## config.mk

```make
export PLATFORM = sky130hd
export DESIGN_NAME = cache_access_arbiter
export DESIGN_NICKNAME = d
export VERILOG_FILES = /design/src/rtl/cache_access_arbiter.sv
export SDC_FILE = /design/constraint.sdc
export NUM_CORES = 1
export LEC_CHECK = 0
export ABC_AREA = 1
export CAP_MARGIN = 10
export CORE_MARGIN = 2
export CORE_UTILIZATION = 44
export CTS_BUF_LIST = sky130_fd_sc_hd__clkbuf_8
export CTS_CLUSTER_DIAMETER = 40
export DETAILED_ROUTE_END_ITERATION = 7
export PLACE_DENSITY_LB_ADDON = 0.15
export SLEW_MARGIN = 20
export SYNTH_ARGS = -nofsm -noshare
export SYNTH_HDL_FRONTEND = slang
export SYNTH_SLANG_ARGS = --single-unit
```

## constraint.sdc

```tcl
create_clock -name clk -period 7.35 [get_ports clk]
set_clock_uncertainty 0.2 [all_clocks]
set_input_delay 1.47 -clock clk [delete_from_list [all_inputs] [get_ports clk]]
set_output_delay 1.47 -clock clk [all_outputs]
set_load 0.02 [all_outputs]
```

## src/rtl/cache_access_arbiter.sv

```systemverilog
// Round-robin arbiter sharing one cache among NUM_REQ requesters, with miss-penalty stall.
// Define CACHE_ARB_STATS_EN to build the per-requester hit/miss counters.
module cache_access_arbiter #(
  parameter int NUM_REQ      = 4,
  parameter int ADDR_WIDTH   = 32,
  parameter int MISS_PENALTY = 10,
  parameter int CNT_WIDTH    = 32
) (
  input  logic                          clk,
  input  logic                          rst,
  input  logic [NUM_REQ-1:0]            req_valid,
  input  logic [NUM_REQ*ADDR_WIDTH-1:0] req_addr,
  output logic [NUM_REQ-1:0]            req_ready,
  output logic [NUM_REQ-1:0]            resp_valid,
  output logic                          resp_hit,
  output logic [ADDR_WIDTH-1:0]         cache_addr,
  output logic                          cache_en,
  input  logic                          cache_hit,
  input  logic                          cache_miss,
  output logic                          busy,
  output logic                          proto_err,
  input  logic [$clog2(NUM_REQ)-1:0]    stat_sel,
  output logic [CNT_WIDTH-1:0]          stat_hits,
  output logic [CNT_WIDTH-1:0]          stat_misses
);

  // state  | meaning
  // IDLE   | arbitrating, req_ready to the round-robin winner
  // ISSUE  | cache_en strobe for the latched address
  // LOOKUP | sample cache_hit/cache_miss
  // STALL  | miss penalty countdown
  // RESP   | resp_valid pulse to owner, statistics update
  localparam int SEL_W = $clog2(NUM_REQ);
  localparam logic [SEL_W-1:0] LAST_IDX = SEL_W'(NUM_REQ - 1);
  localparam logic [SEL_W-1:0] ONE_IDX  = SEL_W'(1);
  localparam logic [7:0]       PEN_LOAD = (MISS_PENALTY == 0) ? 8'd0 : 8'(MISS_PENALTY - 1);

  typedef enum logic [2:0] {S_IDLE, S_ISSUE, S_LOOKUP, S_STALL, S_RESP} state_t;

  state_t           state_q, state_d;
  logic [SEL_W-1:0] ptr_q, owner_q, grant_idx, cand;
  logic             grant_found;
  logic [7:0]       stall_cnt_q;
  logic             hit_q;

  always_comb begin
    grant_found = 1'b0;
    grant_idx   = '0;
    cand        = '0;
    for (int k = 0; k < NUM_REQ; k++) begin
      cand = SEL_W'((int'(ptr_q) + k) % NUM_REQ);
      if (!grant_found && req_valid[cand]) begin
        grant_found = 1'b1;
        grant_idx   = cand;
      end
    end
  end

  always_ff @(posedge clk) begin
    if (rst) state_q <= S_IDLE;
    else     state_q <= state_d;
  end

  always_comb begin
    state_d = state_q;
    case (state_q)
      S_IDLE:   if (grant_found) state_d = S_ISSUE;
      S_ISSUE:  state_d = S_LOOKUP;
      S_LOOKUP: state_d = (cache_hit || MISS_PENALTY == 0) ? S_RESP : S_STALL;
      S_STALL:  if (stall_cnt_q == 8'd0) state_d = S_RESP;
      S_RESP:   state_d = S_IDLE;
      default:  state_d = S_IDLE;
    endcase
  end

  always_comb begin
    req_ready  = '0;
    resp_valid = '0;
    resp_hit   = 1'b0;
    cache_en   = 1'b0;
    busy       = (state_q != S_IDLE);
    case (state_q)
      S_IDLE:  if (grant_found) req_ready[grant_idx] = 1'b1;
      S_ISSUE: cache_en = 1'b1;
      S_RESP: begin
        resp_valid[owner_q] = 1'b1;
        resp_hit            = hit_q;
      end
      default: ;
    endcase
  end

  // cache_hit wins when both are high; neither high counts as a miss.
  always_ff @(posedge clk) begin
    if (rst) begin
      ptr_q       <= '0;
      owner_q     <= '0;
      cache_addr  <= '0;
      stall_cnt_q <= '0;
      hit_q       <= 1'b0;
      proto_err   <= 1'b0;
    end else begin
      case (state_q)
        S_IDLE: if (grant_found) begin
          owner_q    <= grant_idx;
          cache_addr <= req_addr[grant_idx*ADDR_WIDTH +: ADDR_WIDTH];
          ptr_q      <= (grant_idx == LAST_IDX) ? '0 : grant_idx + ONE_IDX;
        end
        S_LOOKUP: begin
          hit_q       <= cache_hit;
          stall_cnt_q <= PEN_LOAD;
          if (cache_hit == cache_miss) proto_err <= 1'b1;
        end
        S_STALL: if (stall_cnt_q != 8'd0) stall_cnt_q <= stall_cnt_q - 8'd1;
        default: ;
      endcase
    end
  end

`ifdef CACHE_ARB_STATS_EN
  logic [CNT_WIDTH-1:0] hit_cnt_q  [NUM_REQ];
  logic [CNT_WIDTH-1:0] miss_cnt_q [NUM_REQ];

  always_ff @(posedge clk) begin
    if (rst) begin
      for (int i = 0; i < NUM_REQ; i++) begin
        hit_cnt_q[i]  <= '0;
        miss_cnt_q[i] <= '0;
      end
    end else if (state_q == S_RESP) begin
      if (hit_q) begin
        if (hit_cnt_q[owner_q] != '1) hit_cnt_q[owner_q] <= hit_cnt_q[owner_q] + CNT_WIDTH'(1);
      end else begin
        if (miss_cnt_q[owner_q] != '1) miss_cnt_q[owner_q] <= miss_cnt_q[owner_q] + CNT_WIDTH'(1);
      end
    end
  end

  always_comb begin
    stat_hits   = '0;
    stat_misses = '0;
    if (int'(stat_sel) < NUM_REQ) begin
      stat_hits   = hit_cnt_q[stat_sel];
      stat_misses = miss_cnt_q[stat_sel];
    end
  end
`else
  logic unused_stat_sel;
  assign unused_stat_sel = ^stat_sel;
  assign stat_hits       = '0;
  assign stat_misses     = '0;
`endif

endmodule

```

---- Yosys cells after proc, flatten, opt, wreduce, memory -nomap -nowiden ----
Index checks and enable logic that the tools add are counted.
cells by class
  $add $sub $neg .......................... 5
  multiply operators ...................... 0
  div/mod/pow operators ................... 0
  order comparisons ....................... 8
  eq/ne operators ......................... 9
  shifts and indexed selects .............. 1
  muxes and demuxes ....................... 32
  bitwise gates (word level) .............. 0
  reduce and logical (&&, ||, !) cells .... 17
operators by type and width
  cell                                                               number
  variable part select 128 x 8 -> 32 bit                             1
  less-than comparator 2 x 3 -> 1 bit, second input constant         6
  one-hot mux 8 bit (2 select lines)                                 1
  two-way mux 1 bit                                                  12
  two-way mux 4 bit                                                  3
  one-hot mux 3 bit (4 select lines)                                 1
  two-way mux 2 bit                                                  5
  two-way mux 3 bit                                                  3
  binary-select mux 1 bit (select 2 bit)                             4
  zero test 8 bit                                                    1
  two-way mux 8 bit                                                  1
  AND reduction 2 bit                                                4
  nonzero test 8 bit                                                 1
  subtractor 8 x 1 -> 8 bit, second input constant                   1
  == test 3 x 2 -> 1 bit, second input constant                      2
  inequality test 2 bit, second input constant                       3
  logical AND 1 bit                                                  5
  adder 2 x 1 -> 2 bit, second input constant                        2
  adder 2 bit, second input constant                                 2
  demux 1 bit (select 2 bit)                                         2
  greater-or-equal comparator 2 x 1 -> 1 bit, second input constant  2
  == test 3 x 1 -> 1 bit, second input constant                      1
  == test 3 bit, second input constant                               1
  zero test 1 bit                                                    3
  other kinds (5)                                                    5
storage, ports and cells
  register bits after elaboration ......... 49
  latch bits .............................. 0
  bits in writable memories ............... 0
  ROM bits ................................ 0
  bits of input ports ..................... 138
  word-level logic and storage cells ...... 79
  memories ................................ 0

---- Logic depth before layout (Yosys ltp) ----
  depth after elaboration ................. 18
  depth in mapped cells ................... 16

---- Worst setup path after synthesis ----
No wires, ideal clock.
  path type ............................... input-to-output
  start point ............................. in req_valid[3]
  end point ............................... out req_ready[1]
  data arrival time ....................... 2.916 ns
  setup slack ............................. 2.764 ns
  stages .................................. 11
  path buffers ............................ 2
  cells stage by stage .................... inv_1 nand2_1 nand3_1 nand2_2 nor2_4 nand3_1 nand2_1 nand2_1 buf_2 buf_2 nor3_1
between the ends
  cells in the longest elaborated chain, start to end .. 18
ends and longest elaborated chain
  what                                                                                                                     line  source
  start, declared                                                                                                          11    input logic [NUM_REQ-1:0] req_valid,
  binary-select mux 1 bit (select 2 bit)                                                                                   52    if (!grant_found && req_valid[cand]) begin
  two-way mux 1 bit (not written as such)                                                                                  52
  two-way mux 1 bit                                                                                                        52
  zero test 1 bit                                                                                                          52
  logical AND 1 bit                                                                                                        52
  two-way mux 1 bit                                                                                                        52
  zero test 1 bit                                                                                                          52
  logical AND 1 bit                                                                                                        52
  [... 2 more ...]                                                                                                         -
  logical AND 1 bit                                                                                                        52
  two-way mux 2 bit                                                                                                        52
  less-than comparator 2 x 3 -> 1 bit (not written as such) or greater-or-equal comparator 2 x 1 -> 1 bit (tied branches)  83    S_IDLE: if (grant_found) req_ready[grant_idx] = 1'b1;
  logical AND 1 bit (not written as such)                                                                                  83
  two-way mux 1 bit (not written as such)                                                                                  83
  demux 1 bit (select 2 bit)                                                                                               83
  two-way mux 4 bit (*)                                                                                                    83
  two-way mux 4 bit (*)                                                                                                    82    case (state_q)
  end, declared                                                                                                            13    output logic [NUM_REQ-1:0] req_ready,
Every way passes the cells marked *; elsewhere a longest branch is shown, timed or not. The select of a mux whose other input is x is not followed.

---- Worst setup path in the final report ----
  start point ............................. in req_valid[3]
  end point ............................... out req_ready[3]
The elaborated chain is that of the path after synthesis.

==> flow_summary.toml <==
[sta]
fmax_mhz = 171
period_minus_slack_ps = 5860
slew_headroom = 0.423
fin_setup_tns_ps = 0
hold_viol_final = 0
finalMaxSlewViolations = 0
fin_ws_ps = 1490
tightest_slew_ps = 865
rsz0062_at_grt = "no"
timing.hold.ws_ps = 271
setup_viol = 0
min_period_over_period = 0.797

[placement]
hpwl_mm = 8.41
numPortBuffers = 179
dpl.cell_count = 1062
dp_slack_ps = 1450
place_congestion = 0.844
dpl-instance-area_um2 = 5960

[clock_tree]
ctsLongestPathBuffers = 2
ctsHtreeMaxLevel = 2
path_clk_slew_ps = 90
tritoncts = "done"
cts_hold_buffers = 0
clockRootBuffer = "clkbuf_8"
clk_latency_ps = 310
numCtsBuffers = 5
post-cts-setup-buffers = 0
ctsResizeCount = 0
cts.sinks = 49

[critical_path]
r2r-end = "cache_addr[11]"
startpoint = "req_valid[3]"
r2r-start = "ptr_q[0]"
crit_chain = "clkdlybuf4s50_1 > inv_1 > nand2_1 > nand3_1 > nand2_2 > nor2_4 > nand2_1 > nor2_1 > nor2_4 > inv_2 > ha_1 > inv_1 > nor2_1 > clkdlybuf4s50_1"
worst_ep_arrival_time_ps = 4190
cp.required_ps = 5680
critPathMaxStageDelay_ps = 600
critPathKind = "in -> out"
ff2ff_path_depth = 14
worstSetupEndpointType = "output port"
cpMaxStageDelayCell = "clkdlybuf4s50_1"
worstPathMaxFanout = 35
r2r_slack_ps = 4410
cpLargestDelayFamily = "buffers and inverters"
worstSetupStartpointType = "input port"
crit_buf_inv = 5

[finish]
synthToLayoutAreaGrowth_pct = 36.5
drive_above_1_share = 0.0384
antenna_cells = 0
finalInstanceArea_um2 = 6050
finalNetCount = 1077
fin_cells = 1070
final_util = 0.619

[route]
drtIter0Drc = 148
wire_per_inst_um = 11.0
vias = 4710
ant_nets = 0
drtPass1Iterations = 4
drc_errors = 0
postRouteWirelength_mm = 11.8
routed_via_density = 4.40

[logic_synthesis]
avgSynthCellArea_um2 = 5.64
syn_inst = 786
ys_warn_count = 0
synth_edf_count = 0
synth.top_cell.area_share = 0.221
synth_cell_types = 30
ys.flop_type = "dfxtp_1"
ys_seq_elements = 49
syn_area_um2 = 4430
synth_seq_area_share = 0.221
synth_async_sr_flop_share = 0
synth.area.top_cells = "dfxtp_1 (22%), nand3_1 (19%), inv_1 (15%)"
synth.largest_area_cell = "dfxtp_1"

[global_routing]
track_usage = 0.215
grt_max_degree = 67
antenna_found_initial = 0
overflow = 0
grt_pass1_vias = 4187
grt_pass1_wl_mm = 19.7

[worst_hold_path]
min_to = "stall_cnt_q[0]"
hold_depth = 2
hold_start = "stall_cnt_q[0]"
hold_class = "reg -> reg"

[floorplan]
fp-row-count = 36
fp.dieW_um = 104
boundaryPins = 246
die_h_um = 104
die-area_um2 = 10900
start_util = 0.453
core-area_um2 = 9770

[power_and_ir_drop]
irDropWorstVdd_mv = 0.343
leakage_nw = 3.36
power_mw = 2.36
powerDensity_nw_per_um2 = 391

[run_status]
status = "finished clean"

[run]
drv_cap = 0
[sequential cells by signal, summed over array words and instances, names as in the netlist]
| name | flops |
|---|---|
| stall_cnt_q | 8 |
| hit_q | 1 |
| ptr_q | 2 |
| state_q | 3 |
| cache_addr | 32 |
| owner_q | 2 |
| proto_err | 1 |
[worst register-to-register path, cell delays in order (launching register included)]
cell and delay (ps):
dfxtp_1 600, inv_2 150, nand2_1 100, nand3_1 100
nand2_2 130, nor2_1 60, nor2_1 110, nand2_2 80
nand2_2 370, buf_4 490, nand2_1 150, nand3_1 100
nand3_1 80, nand2_1 90, inv_1 30
[routing by layer]
layer	track usage	part of all wire	up-vias
li1	-	-	2520
met4	0.0560	0.013	0
met1	0.253	0.42	2029
met5	0	0	-
met3	0.0802	0.095	14
met2	0.368	0.47	147
[cell usage in the layout, fill, tap and decap left out, drive strengths merged, types with 2 or more instances in the layout]
cell type	instances
xnor2	2
or2	2
a211oi	2
buf	6
a31oi	2
a21oi	9
nand2	151
conb	64
dfxtp	49
nand3	168
o21ai	6
inv	187
nor2	87
clkdlybuf4s50	178
nor3	9
ha	3
clkbuf	5
xor2	2
[layout make-up]
cell class                 count  area [um2]
clock buffer                   5        68.8
clock inverter                 3        21.3
fill                        1010        3720
inverter                     186         698
multi-input combinational    510        2290
tap                          133         166
timing repair buffer         184        1820
sequential                    49         981
[logic make-up (layout without fill, tap and decap cells)]
logic type,count (synthesis),in the layout,synth area share
adders and majority gates,3,3,0.00847
xor gates and xnor gates,4,4,0.00791
buffers and inverters,290,378,0.318
DFF,49,49,0.221
AOI/OAI and AO/OA,20,20,0.0251
other,1,64,0.000846
and+or+nand+nor,419,419,0.418
[how the worst max path moves through the flow]
stage | endpoint | slack (ps) | cells past startpoint
global placement | req_ready[3] | 1460 | 14
CTS | req_ready[3] | 1440 | 14
finish | req_ready[3] | 1490 | 14
floorplan | req_ready[1] | 2760 | 11
global route | req_ready[3] | 1170 | 14
detailed placement | req_ready[3] | 1450 | 14
[report_power, final]
group	switching [mW]	internal [mW]
Clock	0.0971	0.0677
Sequential	0.0659	0.377
Combinational	1.11	0.647
[cell usage after synthesis (2+ instances only)]
master	count
dfxtp_1	49
buf_4	67
inv_2	4
buf_2	20
ha_1	3
nand3_1	167
nand2_1	147
a21oi_1	9
xor2_1	2
xnor2_1	2
nand2_2	3
clkbuf_1	11
a211oi_1	2
nor3_1	9
nor2_2	7
o21ai_0	4
a31oi_1	2
buf_6	6
o21ai_1	2
inv_1	182
nor2_1	79
(Power assumes the default switching activity.)
